--- src/rtl/axis_frame_fifo.sv ---
// rtl/axis_frame_fifo.sv - store-and-forward AXI-Stream frame FIFO with bad/oversize frame drop
// Frames become readable only once their tlast beat commits; rejected frames are rewound in place.
module axis_frame_fifo #(
    parameter int DATA_WIDTH     = 8,
    parameter int ADDR_DEPTH     = 4,
    parameter bit DROP_BAD_FRAME = 1
) (
    input  logic                  clk,
    input  logic                  reset,
    input  logic [DATA_WIDTH-1:0] s_tdata,
    input  logic                  s_tvalid,
    output logic                  s_tready,
    input  logic                  s_tuser,
    input  logic                  s_tlast,
    output logic [DATA_WIDTH-1:0] m_tdata,
    output logic                  m_tvalid,
    input  logic                  m_tready,
    output logic                  m_tuser,
    output logic                  m_tlast,
    output logic [ADDR_DEPTH:0]   frame_count,
    output logic                  good_frame,
    output logic                  bad_frame,
    output logic                  overflow
);

    localparam int DEPTH = 2 ** ADDR_DEPTH;
    localparam int PW    = ADDR_DEPTH + 1;
    localparam int EW    = DATA_WIDTH + 2;

    typedef enum logic [1:0] {
        ST_IDLE  = 2'd0,
        ST_FRAME = 2'd1,
        ST_DROP  = 2'd2
    } state_t;

    state_t r_state;
    state_t w_next_state;

    logic [EW-1:0] r_mem [DEPTH];
    logic [PW-1:0] r_wr_ptr;
    logic [PW-1:0] r_wr_commit;
    logic [PW-1:0] r_rd_ptr;
    logic [PW-1:0] r_frame_count;
    logic          r_good;
    logic          r_bad;
    logic          r_ovf;

    logic          w_good;
    logic          w_bad;
    logic          w_ovf;
    logic          w_full;
    logic          w_empty;
    logic          w_wr_hs;
    logic          w_rd_hs;
    logic          w_rd_last;
    logic          w_in_frame;
    logic          w_store;
    logic          w_spill;
    logic          w_tuser_bad;
    logic          w_commit;
    logic          w_rewind;
    logic [EW-1:0] w_rd_entry;

    assign w_full      = (r_wr_ptr - r_rd_ptr) == PW'(DEPTH);
    assign w_empty     = (r_rd_ptr == r_wr_commit);
    // A full buffer with nothing committed can only hold the current frame: accept and spill it.
    assign s_tready    = (r_state == ST_DROP) || !w_full || w_empty;
    assign w_wr_hs     = s_tvalid && s_tready;
    assign w_in_frame  = (r_state != ST_DROP);
    assign w_store     = w_wr_hs && w_in_frame && !w_full;
    assign w_spill     = w_wr_hs && w_in_frame && w_full;
    assign w_tuser_bad = DROP_BAD_FRAME && s_tuser;
    assign w_commit    = w_store && s_tlast && !w_tuser_bad;
    assign w_rewind    = (w_store && s_tlast && w_tuser_bad) || w_spill;

    assign w_rd_entry  = r_mem[r_rd_ptr[ADDR_DEPTH-1:0]];
    assign m_tdata     = w_rd_entry[DATA_WIDTH-1:0];
    assign m_tlast     = w_rd_entry[DATA_WIDTH];
    assign m_tuser     = w_rd_entry[DATA_WIDTH+1];
    assign m_tvalid    = !w_empty;
    assign w_rd_hs     = !w_empty && m_tready;
    assign w_rd_last   = w_rd_hs && m_tlast;

    assign frame_count = r_frame_count;
    assign good_frame  = r_good;
    assign bad_frame   = r_bad;
    assign overflow    = r_ovf;

    always_ff @(posedge clk) begin
        if (reset) begin
            r_state <= ST_IDLE;
            r_good  <= 1'b0;
            r_bad   <= 1'b0;
            r_ovf   <= 1'b0;
        end else begin
            r_state <= w_next_state;
            r_good  <= w_good;
            r_bad   <= w_bad;
            r_ovf   <= w_ovf;
        end
    end

    always_comb begin
        w_next_state = r_state;
        case (r_state)
            ST_IDLE, ST_FRAME: begin
                if (w_store) begin
                    w_next_state = s_tlast ? ST_IDLE : ST_FRAME;
                end else if (w_spill) begin
                    w_next_state = s_tlast ? ST_IDLE : ST_DROP;
                end
            end
            ST_DROP: begin
                if (w_wr_hs && s_tlast) begin
                    w_next_state = ST_IDLE;
                end
            end
            default: w_next_state = ST_IDLE;
        endcase
    end

    always_comb begin
        w_good = w_commit;
        w_bad  = w_store && s_tlast && w_tuser_bad;
        w_ovf  = 1'b0;
        if (w_wr_hs && s_tlast && ((r_state == ST_DROP) || w_spill)) begin
            w_ovf = 1'b1;
        end
    end

    always_ff @(posedge clk) begin
        if (reset) begin
            r_wr_ptr      <= '0;
            r_wr_commit   <= '0;
            r_rd_ptr      <= '0;
            r_frame_count <= '0;
        end else begin
            if (w_rewind) begin
                r_wr_ptr <= r_wr_commit;
            end else if (w_store) begin
                r_wr_ptr <= r_wr_ptr + 1'b1;
            end
            if (w_commit) begin
                r_wr_commit <= r_wr_ptr + 1'b1;
            end
            if (w_rd_hs) begin
                r_rd_ptr <= r_rd_ptr + 1'b1;
            end
            case ({w_commit, w_rd_last})
                2'b10:   r_frame_count <= r_frame_count + 1'b1;
                2'b01:   r_frame_count <= r_frame_count - 1'b1;
                default: r_frame_count <= r_frame_count;
            endcase
        end
    end

    always_ff @(posedge clk) begin
        if (w_store) begin
            r_mem[r_wr_ptr[ADDR_DEPTH-1:0]] <= {s_tuser, s_tlast, s_tdata};
        end
    end

endmodule

--- config.mk ---
export PLATFORM = sky130hd
export DESIGN_NAME = axis_frame_fifo
export DESIGN_NICKNAME = d
export VERILOG_FILES = /design/src/rtl/axis_frame_fifo.sv
export SDC_FILE = /design/constraint.sdc
export NUM_CORES = 1
export LEC_CHECK = 0
export ABC_AREA = 0
export CAP_MARGIN = 20
export CORE_ASPECT_RATIO = 2
export CORE_MARGIN = 3
export CORE_UTILIZATION = 54
export CTS_CLUSTER_DIAMETER = 100
export CTS_CLUSTER_SIZE = 30
export DETAILED_ROUTE_END_ITERATION = 10
export PLACE_DENSITY = 0.76
export SLEW_MARGIN = 20
export SYNTH_ARGS = -nofsm -noshare
export SYNTH_HDL_FRONTEND = slang
export SYNTH_SLANG_ARGS = --single-unit
--- constraint.sdc ---
create_clock -name clk -period 3.4 [get_ports clk]
set_input_delay 0.51 -clock clk [delete_from_list [all_inputs] [get_ports clk]]
set_output_delay 0.51 -clock clk [all_outputs]
set_load 0.005 [all_outputs]
==> out/metrics.csv <==
stage,metric,value,unit
cts,CTS tree,yes,
yosys,Synth Area per Inst,18.48,sq um
yosys,post-synth net total,443,
yosys,Post-synth top cells,"160 x edfxtp_1, 50 x mux4_2, 29 x dfxtp_1",
sta,Slew Limit Fails,0,
place,Final HPWL DP,10490,um
sta,final worst path period share,95.63,%
cts,"Setup Fix Bufs, Post-CTS",0,
final_layout,Final #Nets,507,
floorplanning,Die Span Y,174.5,um
routing,Vias per Instance,5.940,
sta,final setup margin,148.7,ps
yosys,"Warnings, synthesis",0,
run_status,outcome,"complete, no violations",
floorplanning,Initial Util,55.21,%
global_route,vias in the first global route,4379,
sta,"Setup violations, final",0,
sta,setup TNS,0,ps
yosys,Main synth FF type,edfxtp_1,
floorplanning,Die W,90.27,um
place,# port buffers,33,
floorplanning,row count,61,
floorplanning,core area,0.01389,sq mm
routing,total number of vias,4045,
routing,Routed WL,15980,um
yosys,Post-synth EDFFs,160,
sta,worst hold margin,501.6,ps
cts,root buffer cell,clkbuf_16,
cts,maximum clock insertion buffer count,2,
routing,Post-DRT Antenna Nets,0,
sta,final hold vios,0,
sta,skew final,14.07,ps
yosys,cells after synthesis,415,
place,Final GP Congestion,0.8751,
floorplanning,die footprint,0.01575,sq mm
yosys,"Seq/Total Area, Yosys",70.22,%
yosys,cell taking the most area after synthesis,edfxtp_1,
yosys,async set or reset register ratio after synthesis,0,%
yosys,"Distinct cells, synth",45,
sta,Max Clk Rate,307.6,MHz
cts,"Clk pin slew, worst setup/hold paths",70,ps
yosys,"flops & latches, synth",189,
sta,Slew @ Worst Pin,752.1,ps
cts,clk_lat worst skew,420,ps
yosys,"count leader, synth",edfxtp_1,
global_route,largest net degree at the start of global routing,37,
final_layout,share of cells above drive strength 1,26.22,%
critical_path,CP Max Fanout,5,
cts,H-tree depth,4,
final_layout,Layout Utilization,65.09,%
global_route,GR Overflow Total,0,
yosys,top cell type's share of synthesized area,62.65,%
sta,crit path time final,3251,ps
sta,RSZ-0062 raised after global routing,no,
critical_path,worst endpoint data arrival time,3600,ps
final_layout,n_diodes,0,
global_route,initial antenna violation count,0,
global_route,first-pass GRT wire length,24880,um
sta,Slew headroom,49.86,%
critical_path,CP Launch Type,flip-flop,
routing,first-pass detailed-route iteration total,4,
critical_path,CP Capture Type,flip-flop,
routing,DRT iter0 DRCs,276,
power,maximum vdd drop,0.0003744,V
routing,DRC violations left,0,
routing,routed len/inst,23.47,um
final_layout,synth-to-layout area growth,17.90,%
power,P_leak,2.985,nW
critical_path,"Req. time, crit path",3750,ps
min_path,HP Class,reg -> reg,
yosys,Mapped Area,0.007669,sq mm
critical_path,CP Class,reg -> reg,
cts,TritonCTS Buffers,17,
cts,clk sinks,189,
power,pwr/cell area,566.2,mW/mm^2
job,Max-Cap Viols,0,
yosys,largest cells by area after synthesis,"edfxtp_1 63%, mux4_2 15%, dfxtp_1 7.6%",
place,post-place setup slack,16.59,ps
global_route,GR Util All Layers,21.60,%
floorplanning,io pins,34,
[kinds of logic after synthesis]
group,count (synthesis),share of synthesized area (%)
and+or+nand+nor,79,5.580
xor gates and xnor gates,17,1.942
AOI/OAI and AO/OA,32,2.921
DFF,189,70.22
buffers and inverters,28,1.436
adders and majority gates,14,2.382
muxes,56,15.52
[cell type report]
type                       instances  area (sq um)
clock inverter                    15         147.6
inverter                           8         30.03
timing repair buffer              65         595.6
fill                             967          4850
clock buffer                      17         425.4
tap                              189         236.5
sequential                       189          5391
multi-input combinational        198          2215
[metal layers]
layer  global-route usage (%)  routed length (um)  up-vias
met3                    3.508                 765       44
met1                    23.97                5442     2062
li1                         -                   -     1795
met4                    12.53                 749        0
met5                        0                   0        -
met2                    38.78                9022      144
[where the power goes]
part           leakage (nW)  switching (W)  internal [W]  total [W]
combinational          1.02       0.000299      0.000358   0.000657
clock                 0.278       0.000895      0.000976    0.00187
sequential             1.68      0.0000346       0.00256    0.00259
[critical path, stage by stage, from the launching register on]
cell and delay (ps):
dfxtp_4 410, mux4_2 520, mux4_2 520, and3_1 190, ha_2 210, fa_2 370
a21o_1 190, a21oi_1 180, xor2_1 100, or3_1 320, a21oi_1 150
[flip-flops by register name, indices dropped and copies added, names as in the netlist, named ones only]
| register | flops |
|---|---|
| good_frame | 1 |
| r_rd_ptr | 5 |
| r_wr_commit | 5 |
| r_wr_ptr | 5 |
| r_mem | 160 |
| overflow | 1 |
| bad_frame | 1 |
| r_state | 2 |
| frame_count | 5 |
[cells in the final DEF, fill, tap and decap left out, drive strengths merged, types with 4 or more instances in the layout]
| cell type | count |
|---|---|
| and3 | 5 |
| edfxtp | 160 |
| nand2 | 7 |
| nand3 | 10 |
| mux2i | 6 |
| a211oi | 7 |
| buf | 32 |
| nor4b | 5 |
| xor2 | 13 |
| inv | 16 |
| and2 | 4 |
| ha | 13 |
| clkinv | 6 |
| nor2 | 27 |
| a21oi | 12 |
| xnor2 | 4 |
| clkdlybuf4s50 | 33 |
| mux4 | 50 |
| clkbuf | 17 |
| dfxtp | 29 |
[repair_timing]
action	in CTS	in global routing
endpoints found under the setup margin	10	1
resized for setup	4	4
pin swaps	0	1
hold buffers	0	0
gates cloned	0	0
[through the flow]
step                      instance area (sq um)  cells  total power (W)
final                                      9041    681         0.005119
after global routing                       9041    681         0.005304
after CTS                                  9032    681         0.005169
after detailed placement                   8444    649         0.003298
after global placement                     8444    649         0.003280
after floorplan                            7685    415         0.003045
[final timing paths]
| path | endpoint | slack, ps | from | cells past startpoint |
|---|---|---|---|---|
| max | frame_count[4] | 150 | flip-flop | 10 |
| min | frame_count[4] | 500 | frame_count[4] | 2 |
| max reg2reg | frame_count[4] | 150 | flip-flop | 10 |
| min reg2reg | frame_count[4] | 500 | frame_count[4] | 2 |
(Power assumes the default switching activity.)
